<file path="config.mk">
export PLATFORM = sky130hd
export DESIGN_NAME = ble_cmd_link_flat
export DESIGN_NICKNAME = d
export VERILOG_FILES = /design/src/rtl/knight_cmd_pkg.sv /design/src/rtl/ble_cmd_link_if.sv /design/src/rtl/ble_cmd_link_resp_sched.sv /design/src/rtl/ble_cmd_link.sv /design/src/flat_wrapper.sv
export SDC_FILE = /design/constraint.sdc
export NUM_CORES = 1
export LEC_CHECK = 0
export CAP_MARGIN = 40
export CORE_MARGIN = 2
export CORE_UTILIZATION = 39
export CTS_CLUSTER_SIZE = 10
export DETAILED_ROUTE_END_ITERATION = 12
export PLACE_DENSITY = 0.88
export SETUP_SLACK_MARGIN = 0.05
export SYNTH_ARGS = -nofsm -noshare
export SYNTH_HDL_FRONTEND = slang
export SYNTH_SLANG_ARGS = --single-unit
</file>
<file path="constraint.sdc">
create_clock -name clk -period 1.25 [get_ports clk]
set_input_delay 0.25 -clock clk [delete_from_list [all_inputs] [get_ports clk]]
set_output_delay 0.25 -clock clk [all_outputs]
set_load 0.01 [all_outputs]
</file>
<file path="src/rtl/knight_cmd_pkg.sv">
// Shared command-link types and constants for ble_cmd_link, cmd_proc and TourCmd.
package knight_cmd_pkg;

   localparam int unsigned BYTE_W = 8;
   localparam int unsigned CMD_W  = 16;
   localparam int unsigned TMO_W  = 20;

   typedef enum logic {
      WAIT_HI = 1'b0,
      WAIT_LO = 1'b1
   } rx_state_t;

   // A command as it travels over the link: high byte first, then low byte
   typedef struct packed {
      logic [BYTE_W-1:0] hi;
      logic [BYTE_W-1:0] lo;
   } cmd_word_t;

   localparam logic [3:0] CMD_CAL     = 4'h2;
   localparam logic [3:0] CMD_MOVE    = 4'h4;
   localparam logic [3:0] CMD_MOVE_FF = 4'h5;
   localparam logic [3:0] CMD_TOUR    = 4'h6;

   localparam logic [BYTE_W-1:0] RESP_ACK = 8'hA5;

endpackage

</file>
<file path="src/rtl/ble_cmd_link_if.sv">
// Byte/command/response signal bundle between the BLE UART, ble_cmd_link and cmd_proc.
interface ble_cmd_link_if;

   logic        rx_rdy;
   logic [7:0]  rx_data;
   logic        clr_rx_rdy;
   logic [15:0] cmd;
   logic        cmd_rdy;
   logic        clr_cmd_rdy;
   logic        send_resp;
   logic [7:0]  tx_data;
   logic        trmt;
   logic        tx_done;
   logic        frame_err;

   // master: the link block itself
   modport master (
      input  rx_rdy, rx_data, clr_cmd_rdy, send_resp, tx_done,
      output clr_rx_rdy, cmd, cmd_rdy, tx_data, trmt, frame_err
   );

   // slave: the UART pair plus cmd_proc surrounding the link
   modport slave (
      output rx_rdy, rx_data, clr_cmd_rdy, send_resp, tx_done,
      input  clr_rx_rdy, cmd, cmd_rdy, tx_data, trmt, frame_err
   );

endinterface

</file>
<file path="src/rtl/ble_cmd_link_resp_sched.sv">
// Acknowledge scheduler: turns send_resp pulses into trmt pulses, one byte in flight
// plus at most one waiting request; extra requests while one waits are merged.
module ble_cmd_link_resp_sched (
   input  logic clk,
   input  logic rst_n,
   input  logic send_resp,
   input  logic tx_done,
   output logic trmt
);

   logic busy_q, busy_d;
   logic pend_q, pend_d;
   logic trmt_q, trmt_d;
   logic launch_c;

   always_ff @(posedge clk or negedge rst_n) begin
      if (!rst_n) begin
         busy_q <= 1'b0;
         pend_q <= 1'b0;
         trmt_q <= 1'b0;
      end else begin
         busy_q <= busy_d;
         pend_q <= pend_d;
         trmt_q <= trmt_d;
      end
   end

   // tx_done frees the transmitter in the same cycle so a waiting request launches at once
   always_comb begin
      launch_c = (pend_q | send_resp) & (~busy_q | tx_done) & ~trmt_q;
      trmt_d   = launch_c;
      busy_d   = trmt_q | (busy_q & ~tx_done);
      pend_d   = pend_q | send_resp;
      if (launch_c) begin
         // a fresh request arriving while the waiting one launches must wait its turn
         pend_d = pend_q & send_resp;
      end
   end

   assign trmt = trmt_q;

endmodule

</file>
<file path="src/rtl/ble_cmd_link.sv">
// BLE command link: assembles high/low UART bytes into 16-bit commands for cmd_proc
// and sends one acknowledge byte per send_resp. CMD_TIMEOUT_EN adds an inter-byte timeout.
module ble_cmd_link
   import knight_cmd_pkg::*;
#(
   parameter logic [BYTE_W-1:0] RESP_BYTE = RESP_ACK
`ifdef CMD_TIMEOUT_EN
   ,
   parameter int unsigned TIMEOUT_CLKS = 1000000
`endif
) (
   input logic clk,
   input logic rst_n,
   ble_cmd_link_if.master bus
);

   rx_state_t state_q, state_d;
   cmd_word_t cmd_q, cmd_d;
   logic      cmd_rdy_q, cmd_rdy_d;
   logic      clr_rx_rdy_c;

`ifdef CMD_TIMEOUT_EN
   logic [TMO_W-1:0] tmo_cnt_q, tmo_cnt_d;
   logic             frame_err_q, frame_err_d;
   logic             timeout_c;
`endif

   always_ff @(posedge clk or negedge rst_n) begin
      if (!rst_n) begin
         state_q   <= WAIT_HI;
         cmd_q     <= '0;
         cmd_rdy_q <= 1'b0;
      end else begin
         state_q   <= state_d;
         cmd_q     <= cmd_d;
         cmd_rdy_q <= cmd_rdy_d;
      end
   end

`ifdef CMD_TIMEOUT_EN
   always_ff @(posedge clk or negedge rst_n) begin
      if (!rst_n) begin
         tmo_cnt_q   <= '0;
         frame_err_q <= 1'b0;
      end else begin
         tmo_cnt_q   <= tmo_cnt_d;
         frame_err_q <= frame_err_d;
      end
   end
`endif

   // Byte-pair assembly; a low-byte capture sets cmd_rdy even if cleared the same cycle
   always_comb begin
      state_d      = state_q;
      cmd_d        = cmd_q;
      cmd_rdy_d    = cmd_rdy_q & ~bus.clr_cmd_rdy;
      clr_rx_rdy_c = 1'b0;
`ifdef CMD_TIMEOUT_EN
      timeout_c    = 1'b0;
      tmo_cnt_d    = '0;
`endif
      case (state_q)
         WAIT_HI: begin
            if (bus.rx_rdy) begin
               cmd_d.hi     = bus.rx_data;
               clr_rx_rdy_c = 1'b1;
               cmd_rdy_d    = 1'b0;
               state_d      = WAIT_LO;
            end
         end
         WAIT_LO: begin
            if (bus.rx_rdy) begin
               cmd_d.lo     = bus.rx_data;
               clr_rx_rdy_c = 1'b1;
               cmd_rdy_d    = 1'b1;
               state_d      = WAIT_HI;
            end
`ifdef CMD_TIMEOUT_EN
            else if (tmo_cnt_q == TMO_W'(TIMEOUT_CLKS - 1)) begin
               timeout_c = 1'b1;
               state_d   = WAIT_HI;
            end else begin
               tmo_cnt_d = tmo_cnt_q + TMO_W'(1);
            end
`endif
         end
         default: state_d = WAIT_HI;
      endcase
`ifdef CMD_TIMEOUT_EN
      frame_err_d = timeout_c;
`endif
   end

   ble_cmd_link_resp_sched u_resp_sched (
      .clk       (clk),
      .rst_n     (rst_n),
      .send_resp (bus.send_resp),
      .tx_done   (bus.tx_done),
      .trmt      (bus.trmt)
   );

   assign bus.clr_rx_rdy = clr_rx_rdy_c;
   assign bus.cmd        = cmd_q;
   assign bus.cmd_rdy    = cmd_rdy_q;
   assign bus.tx_data    = RESP_BYTE;
`ifdef CMD_TIMEOUT_EN
   assign bus.frame_err  = frame_err_q;
`else
   assign bus.frame_err  = 1'b0;
`endif

endmodule

</file>
<file path="src/flat_wrapper.sv">
// flat-port wrapper written by rule: the top's interface ports become plain ports
module ble_cmd_link_flat import knight_cmd_pkg::*;
#(
   parameter logic [BYTE_W-1:0] RESP_BYTE = RESP_ACK

)
  (clk, rst_n, bus_rx_rdy, bus_rx_data, bus_clr_cmd_rdy, bus_send_resp, bus_tx_done, bus_clr_rx_rdy, bus_cmd, bus_cmd_rdy, bus_tx_data, bus_trmt, bus_frame_err);
  ble_cmd_link_if bus_i ();
  input logic clk;
  input logic rst_n;
  input wire logic [$bits(bus_i.rx_rdy)-1:0] bus_rx_rdy;
  input wire logic [$bits(bus_i.rx_data)-1:0] bus_rx_data;
  input wire logic [$bits(bus_i.clr_cmd_rdy)-1:0] bus_clr_cmd_rdy;
  input wire logic [$bits(bus_i.send_resp)-1:0] bus_send_resp;
  input wire logic [$bits(bus_i.tx_done)-1:0] bus_tx_done;
  output wire logic [$bits(bus_i.clr_rx_rdy)-1:0] bus_clr_rx_rdy;
  output wire logic [$bits(bus_i.cmd)-1:0] bus_cmd;
  output wire logic [$bits(bus_i.cmd_rdy)-1:0] bus_cmd_rdy;
  output wire logic [$bits(bus_i.tx_data)-1:0] bus_tx_data;
  output wire logic [$bits(bus_i.trmt)-1:0] bus_trmt;
  output wire logic [$bits(bus_i.frame_err)-1:0] bus_frame_err;
  assign bus_i.rx_rdy = bus_rx_rdy;
  assign bus_i.rx_data = bus_rx_data;
  assign bus_i.clr_cmd_rdy = bus_clr_cmd_rdy;
  assign bus_i.send_resp = bus_send_resp;
  assign bus_i.tx_done = bus_tx_done;
  assign bus_clr_rx_rdy = bus_i.clr_rx_rdy;
  assign bus_cmd = bus_i.cmd;
  assign bus_cmd_rdy = bus_i.cmd_rdy;
  assign bus_tx_data = bus_i.tx_data;
  assign bus_trmt = bus_i.trmt;
  assign bus_frame_err = bus_i.frame_err;
  ble_cmd_link #(.RESP_BYTE(RESP_BYTE)) u_core (.clk(clk), .rst_n(rst_n), .bus(bus_i));
endmodule
</file>
=== After elaboration in Yosys (flattened, before gate mapping) ===
Index checks and enable logic that the tools add are counted.

* Multiplexer cells: 7
* Bitwise gates (word level): 13
* Reductions and logical operators: 2

{| class="wikitable"
|+ Operator list
! kind !! count
|-
| $and 1x1->1 || 5
|-
| $mux 1 || 5
|-
| $not 1->1 || 5
|-
| $pmux 1 s2 || 2
|-
| $reduce_and 2->1 || 2
|-
| $or 1x1->1 || 3
|}

* Register bits: 21
* Input port bits: 14
* Output and inout bits: 28
* Word-level logic and storage cells: 29

=== Logic depth before layout (Yosys ltp) ===
Gate-level depths: netlist of run 1.

* Depth after elaboration: 5
* Gate-level depth with buffers: 4
* Mapped depth without buffers: 3

=== Hierarchy ===
A second synthesis of run 1 with hierarchy kept.

* Cells, all modules: 63
* Area total of the unflattened synthesis: 948.4 um2

{| class="wikitable"
|+ Modules (own cells, without submodules)
! module !! instances !! cells each !! area an instance (um2) !! sequential area each (um2)
|-
| ble_cmd_link || 1 || 55 || 843.3 || 450.4
|-
| ble_cmd_link_resp_sched || 1 || 8 || 105.1 || 75.1
|}

=== Worst setup path before layout of run 1 ===
Ideal clock, no wire load.

* Path type: reg2reg
* Start point: register u_core.state_q
* End point: register u_core.cmd_q (netlist bit u_core.bus.cmd[10])
* Setup time: 125 ps
* Arrival: 1046 ps
* Required time: 1125 ps
* Setup slack: 79 ps
* Stages on the path, launching flop included: 5
* Buffers on the path: 1
* Period minus slack after synthesis: 1171 ps
* Path through: dfrtp_1 inv_1 ha_1 buf_2 mux2_2

* Word-level cells in the longest chain between the ends: 2

{| class="wikitable"
|+ RTL lines
! what !! RTL line !! text
|-
| start: declaration || ble_cmd_link.sv:17 || <nowiki>rx_state_t state_q, state_d;</nowiki>
|-
| start signal: assignment || ble_cmd_link.sv:34 || <nowiki>state_q <= state_d;</nowiki>
|-
| $not 1->1 (no line) || - ||
|-
| $reduce_and 2->1 (no line) || - ||
|-
| end signal: assignment || ble_cmd_link.sv:35 || <nowiki>cmd_q <= cmd_d;</nowiki>
|-
| end: declaration || ble_cmd_link.sv:18 || <nowiki>cmd_word_t cmd_q, cmd_d;</nowiki>
|}

No other way between the ends.
A chain may end at the register's enable or synchronous reset.

=== Worst setup path after layout of run 1 ===
* Start point: register u_core.state_q
* End point: register u_core.cmd_q (netlist bit u_core.bus.cmd[12])

The elaborated chain is that of the path after synthesis.

==> summary.md, run 1 <==
| Metric | Value |
|---|---|
| Outcome | `finished clean` |
| Tcrit/Tclk final | `0.9616` |
| CTS Sinks | `21` |
| Placed Cells | `122` |
| Seq pwr share | `0.434` |
| Final Non-Filler Cells | `129` |
| Largest family of logic cells by synthesized area | `multiplexers` |
| Ranking of synthesized cells by area | `dfrtp_1 60%, mux2_2 21%, buf_4 8.6%, ha_1 2.9%, inv_1 1.3%` |
| Final-report hold violation count | `0` |
| Clock network power share | `0.111` |
| Clock Tree Root | `clkbuf_4` |
| Core area | `roughly 0.0022 mm²` |
| Clk Latency, worst-skew pair | `0.29 ns` |
| RSZ-0062 raised after global routing | `true` |
| Psw | `0.8575 mW` |
| Final core utilization | `0.5640` |
| Clock skew | `0.001227 ns` |
| Post-synthesis sequential area ratio | `0.6000` |
| Most frequent cells after synthesis | `21 x dfrtp_1, 16 x mux2_2, 10 x buf_4, 3 x inv_1` |
| Total grt overflow | `0` |
| Worst EP arrival | `1.39 ns` |
| Total Wirelength | `around 1.5 mm` |
| Adder-cell area share of the yosys netlist | `0.04143` |
| Final setup fails | `0` |
| Post-synth EDFFs | `0` |
| Clk slew on worst S/H paths | `0.10 ns` |
| Area share of the largest cell type after synthesis | `0.6000` |
| Num CTS Buffers | `3` |
| Max IR drop VDD | `1.140 mV` |
| Layout cells sized above 1 | `0.4554` |
| Footprint of the multi-input gates | `312.8 µm²` |
| Internal power | `1.897 mW` |
| DRT Pass-1 Iters | `1` |
| PortBufs | `32` |
| Hold Buf Count CTS | `0` |
| Multiplexer area fraction after synthesis | `0.2057` |
| WL met1 | `594 µm` |
| Critical path buffers and inverters | `2` |
| Tot GR Track Use | `0.1173` |
| Synth Area in XOR/XNOR | `0` |
| Vias | `542` |
| Switching share of power | `0.3113` |
| Final Max Slew Viols | `0` |
| Dominant synthesized flop cell | `dfrtp_1` |
| Routed WL per cell | `between 10 and 15 µm` |
| Ports | `42` |
| Worst Path Required | `1.43 ns` |
| Die area | `0.002641 mm²` |
| Nets@finish | `118` |
| MaxCap Viol Count | `0` |
| Met3 routed wirelength | `roughly 150 µm` |
| Detailed Route Iter0 Violations | `0` |
| DRT antenna net count | `0` |
| Crit path time final | `about 1.2 ns` |
| Die height | `51.39 µm` |
| Post-synthesis cell count | `63` |
| Area Overhead vs Synth | `39.71%` |
| Power Dens Cells | `2251 mW/mm²` |
| GPL Wtd Cong | `~0.6` |
| Crit Path Max Fanout | `8` |
| Register Area | `525.5 µm²` |
| Post-Synth Simple-Gate Area | `0.02000` |
| Largest net degree at the start of global routing | `22` |
| CTS tree | `done` |
| Leakage power figure | `0.6046 nW` |
| First-pass GRT wire length | `2.290 mm` |
| Syn avg cell area | `roughly 14 µm²` |
| CP Class | `flip-flop to flip-flop` |
| Post-synth cell types | `13` |
| Crit. End Element | `flip-flop` |
| Largest stage delay on the critical path | `0.41 ns` |
| Starting density of the core | `0.4037` |
| YS warnings | `0` |
| Vias per cell | `4.202` |
| # H-tree levels | `1` |
| Comb power frac | `0.455` |
| Met2 wire len | `713 µm` |
| Dpl hpwl | `1.098 mm` |
| Register bit total from synthesis | `21` |
| DR DRC count | `0` |
| Hold crit path type | `input pin to asynchronous set/reset pin` |
| Mapped Area | `875.8 µm²` |
| Crit-path cells | `inv_1, ha_2, buf_12, mux2_4` |
| Vias in the first global route | `557` |
| CP Launch Type | `flip-flop` |
| ANT cells | `0` |
| Worst path slowest cell | `dfrtp_1` |
| Area leader, netlist | `dfrtp_1` |
| Clock buffer depth | `2` |
| Die span in x | `51.39 µm` |
| Ys async rst share | `1.000` |
| Crit path max-delay family | `flip-flops` |
| Max Fclk | `832.0 MHz` |
| Compound-gate portion of the synthesized area | `0.01429` |
| Initial antenna violation count | `0` |
| Num rows | `17` |
| Fillers | `between 150 and 200` |
| Top-count cell post-synth | `dfrtp_1` |
| Max layer used | `met3` |
flip-flops by register name, summed over array words and instances, names as in the netlist:
name / cells
u_core.u_resp_sched.busy_q: 1
u_core.state_q: 1
u_core.bus.cmd: 16
u_core.u_resp_sched.pend_q: 1
u_core.u_resp_sched.trmt: 1
u_core.bus.cmd_rdy: 1
final cells by class:
class | instances | area share
Inverter | 3 | 0.009202
Tap cell | 28 | 0.02863
Clock buffer | 4 | 0.02147
Sequential cell | 21 | 0.4294
Timing Repair Buffer | 39 | 0.2556
Multi-Input combinational cell | 34 | 0.2556
through the flow:
step | worst slack (ns) | TNS [ns] | cell area, µm² | power, mW | hold WS (ns)
floorplan | 0.07943 | 0 | 902.1 | 1.782 | -0.04559
global placement | -0.3361 | -5.697 | 1227 | 2.552 | 0.4886
detailed placement | -0.3894 | -6.265 | 1227 | 2.600 | 0.4972
CTS | 0.02452 | 0 | 1264 | 2.795 | 0.2782
global route | 0.01173 | 0 | 1224 | 2.959 | 0.2877
finish | 0.04803 | 0 | 1224 | 2.755 | 0.2803
worst reg2reg max path, delay by kind of cell, from the launching register on:
family	cells	cell delay (ns)
flops	1	0.41
fa+ha+maj	1	0.18
buf+inv	2	0.21
mux	1	0.30
what timing repair did:
item | CTS | global route
pin swaps | 0 | 0
buffers inserted | 1 | 2
resized for setup | 41 | 25
setup endpoints to repair | 35 | 25
kinds of logic after synthesis:
group / after synthesis
other: 2
adders and majority gates: 3
DFF: 21
AOI/OAI and AO/OA: 2
and+or+nand+nor: 4
muxes: 16
buffers and inverters: 15
layout by cell type, fill, tap and decap left out:
cell,n
dfrtp_1,21
clkbuf_2,17
clkdlybuf4s50_1,12
conb_1,9
mux2_4,8
mux2_2,8
buf_4,5
inv_1,3
clkbuf_4,3
nor2_1,2
buf_12,2
nand2b_1,1
nand2_1,1
o21ai_0,1
a21o_1,1
maj3_2,1
ha_2,1
ha_1,1
clkbuf_1,1
dlygate4sd2_1,1
clkdlybuf4s15_2,1
clkdlybuf4s15_1,1
power by group through the flow:
stage               logic [mW]  clock network [mW]  registers, mW
floorplan                0.450                   0           1.33
finish                    1.25               0.306           1.19
global placement          1.37                   0           1.18
global route              1.36               0.355           1.24
detailed placement        1.39                   0           1.21
CTS                       1.27               0.325           1.20
path summary, 6_finish.rpt:
check | start | endpoint | slack (ns) | cells after the start
min reg2reg | u_core.bus.cmd[7]$_DFFE_PN0P_ | u_core.bus.cmd[7]$_DFFE_PN0P_ | 0.52 | 1
max | u_core.state_q$_DFF_PN0_ | u_core.bus.cmd[12]$_DFFE_PN0P_ | 0.05 | 4
min | rst_n | u_core.bus.cmd[4]$_DFFE_PN0P_ | 0.28 | 2
max in group asynchronous | rst_n | u_core.bus.cmd[5]$_DFFE_PN0P_ | 0.76 | 2
min in group clk | bus_rx_rdy | u_core.bus.cmd_rdy$_DFF_PN0_ | 0.41 | 3
max reg2reg | u_core.state_q$_DFF_PN0_ | u_core.bus.cmd[12]$_DFFE_PN0P_ | 0.05 | 4
routing by layer:
| metal | vias to the layer above | track usage |
|---|---|---|
| met2 | 29 | 0.2051 |
| met5 | - | 0 |
| met4 | 0 | 0.03947 |
| met1 | 250 | 0.1337 |
| li1 | 263 | - |
| met3 | 0 | 0.03801 |
Note: power is estimated with default switching activity, not from simulation.
==> run 2, diff against run 1 <==
--- a/config.mk
+++ b/config.mk
@@ -15,3 +15,4 @@
 export SYNTH_ARGS = -nofsm -noshare
 export SYNTH_HDL_FRONTEND = slang
 export SYNTH_SLANG_ARGS = --single-unit
+export TNS_END_PERCENT = 5
==> constraint.sdc (replaced) <==
create_clock -name clk -period 1.25 [get_ports clk]
set_input_delay 0.125 -clock clk [delete_from_list [all_inputs] [get_ports clk]]
set_output_delay 0.125 -clock clk [all_outputs]
set_load 0.01 [all_outputs]
==> run 2 against run 1 <==
Compared with the run above:
- power increased by 0.29%
- cell area increased by 2.7%
- global-route usage increased by 1.9 points
- combinational power about the same
- sequential share of layout area decreased by 1.1 points
- wire length increased by 12%
- sequential cell count unchanged
- core utilization increased by 1.5 points
- non-clock buffer count decreased by 4
- cell count decreased by 3.1%
- first-iteration DRC count increased by 7
- critical path depth unchanged
- largest cell class unchanged
==> summary.md, run 2 (same netlist as run 1, synthesis figures left out) <==
| Metric | Value |
|---|---|
| Outcome | `finished clean` |
| Most frequent cells in the layout | `21 x dfrtp_1, 19 x dlygate4sd2_1, 13 x clkdlybuf4s50_1, 9 x conb_1` |
| Clk slew on worst S/H paths | `0.12 ns (+0.02 ns)` |
| Worst R2R Setup Slack | `0.04 ns (about the same)` |
| Clock Tree Root | `clkbuf_4` |
| Largest net degree at the start of global routing | `22 (unchanged)` |
| Num rows | `17 (unchanged)` |
| Clock skew | `0.01091 ns (+0.009687 ns)` |
| CP Launch Type | `flip-flop` |
| Crit-path cells | `inv_1, ha_2, buf_12, mux2_4` |
| Die height | `51.39 µm (unchanged)` |
| Area Overhead vs Synth | `43.43%` |
| Num CTS Buffers | `3 (unchanged)` |
| Power Dens Cells | `2199 mW/mm² (-2.3%)` |
| Worst EP arrival | `1.40 ns (about the same)` |
| Placed Cells | `121 (-0.82%)` |
| R2R Path End | `u_core.bus.cmd[12]$_DFFE_PN0P_` |
| Worst Path Required | `1.44 ns (about the same)` |
| Detailed Route Iter0 Violations | `7 (+7)` |
| Vias per cell | `4.400 (+4.7%)` |
| PortBufs | `32 (unchanged)` |
| Clock buffer depth | `2 (unchanged)` |
| DRT Pass-1 Iters | `2 (+1)` |
| Place WS | `-0.2328 ns (+0.1566 ns)` |
| RSZ-0062 raised after global routing | `true` |
| Max reg flops | `16 (unchanged)` |
| CTS tree | `done` |
| Vias in the first global route | `572 (+2.7%)` |
| ANT cells | `0 (unchanged)` |
| Setup WS post-layout | `0.03763 ns (-0.01041 ns)` |
| Largest stage delay on the critical path | `0.42 ns (about the same)` |
| Hold crit path type | `input pin to asynchronous set/reset pin` |
| Total Wirelength | `1.626 mm (+12%)` |
| Worst reg-to-reg path cell count | `4 (unchanged)` |
| Die area | `0.002641 mm² (unchanged)` |
| Leakage power figure | `0.6095 nW (+0.82%)` |
| Final Max Slew Viols | `0 (unchanged)` |
| Die span in x | `51.39 µm (unchanged)` |
| Commonest non-fill, non-tap cell in the layout | `dfrtp_1` |
| Total power | `2.763 mW (+0.29%)` |
| DR DRC count | `0 (unchanged)` |
| Total grt overflow | `0 (unchanged)` |
| # H-tree levels | `1 (unchanged)` |
| First-pass GRT wire length | `2.670 mm (+17%)` |
| Final instance area | `0.001256 mm² (+2.7%)` |
| Starting density of the core | `0.4037 (unchanged)` |
| CTS Sinks | `21 (unchanged)` |
| Dpl hpwl | `1.146 mm (+4.4%)` |
| Nets@finish | `114 (-3.4%)` |
| Core area | `0.002170 mm² (unchanged)` |
| Setup_tns | `0 ns (unchanged)` |
| Max IR drop VDD | `1.207 mV (+5.8%)` |
| Layout cells sized above 1 | `0.2577 (-0.1977)` |
| Crit Path Max Fanout | `8 (unchanged)` |
| Crit Reg-Reg Startpoint | `u_core.state_q$_DFF_PN0_` |
| GPL Wtd Cong | `0.6336 (+3.4%)` |
| Routed WL per cell | `13.01 µm (+15%)` |
| Tcrit/Tclk final | `0.9699 (+0.008324)` |
| CP Class | `flip-flop to flip-flop` |
| Post-CTS Setup Bufs | `0 (-1)` |
| Initial antenna violation count | `0 (unchanged)` |
| MaxCap Viol Count | `0 (unchanged)` |
| Final-report hold violation count | `0 (unchanged)` |
| Final setup fails | `0 (unchanged)` |
| Worst path slowest cell | `dfrtp_1` |
| Tot GR Track Use | `0.1364 (+0.01913)` |
| Crit. End Element | `flip-flop` |
| Post-place instance area | `0.001220 mm² (-0.61%)` |
| Clk Latency, worst-skew pair | `0.31 ns (+0.02 ns)` |
| Ports | `42 (unchanged)` |
| Final Non-Filler Cells | `125 (-3.1%)` |
| DRT antenna net count | `0 (unchanged)` |
| Crit path time final | `1.212 ns (+0.01041 ns)` |
| Vias | `550 (+1.5%)` |
| Max Fclk | `824.8 MHz (-0.86%)` |
run 2: layer usage:
| metal | global-route usage | wire length, µm | up-vias |
|---|---|---|---|
| li1 | - | - | 256 |
| met1 | 0.1810 | 697 | 259 |
| met2 | 0.2094 | 769 | 31 |
| met3 | 0.03216 | 135 | 4 |
| met4 | 0.06579 | 23 | 0 |
| met5 | 0 | 0 | - |
run 2: what timing repair did:
item,CTS,global route
endpoints found under the setup margin,27,9
endpoints found under the hold margin,0,0
gates resized for setup,20,8
hold buffers,0,0
run 2: worst max path at each step:
stage / start / end / slack [ns]
after floorplan: u_core.state_q$_DFF_PN0_ / u_core.bus.cmd[10]$_DFFE_PN0P_ / 0.08
after global placement: bus_rx_rdy / u_core.bus.cmd[2]$_DFFE_PN0P_ / -0.21
after detailed placement: bus_rx_rdy / u_core.bus.cmd[2]$_DFFE_PN0P_ / -0.23
after CTS: u_core.state_q$_DFF_PN0_ / u_core.bus.cmd[12]$_DFFE_PN0P_ / 0.005
after global routing: u_core.state_q$_DFF_PN0_ / u_core.bus.cmd[12]$_DFFE_PN0P_ / -0.006
final: u_core.state_q$_DFF_PN0_ / u_core.bus.cmd[12]$_DFFE_PN0P_ / 0.04
run 2: power breakdown:
group          switching [mW]  total (mW)  internal [mW]
clock network           0.203       0.322          0.119
logic                   0.484        1.24          0.756
registers               0.183        1.20           1.02
total                   0.870        2.76           1.89
run 2: area by class of cell:
type	count	area (µm²)
Tap cell	28	35.03
Sequential cell	21	525.5
Multi-Input combinational cell	34	312.8
Clock buffer	3	22.52
Inverter	3	11.26
Fill cell	198	913.4
Clock inverter	1	5.005
Timing Repair Buffer	35	344.1
run 2: critical path: cells and delay by family, from the launching register on:
family	cells	cell delay, ns
DFF	1	0.42
buffers and inverters	2	0.21
adders and majority gates	1	0.19
muxes	1	0.30
run 2: metrics by stage:
step / hold slack (ns) / utilization
3_3_place_gp: 0.4798 / 0.5623
5_1_grt: 0.1460 / 0.5790
6_report: 0.1395 / 0.5790
3_5_place_dp: 0.4866 / 0.5623
2_1_floorplan: -0.1706 / -
4_1_cts: 0.1388 / 0.5652
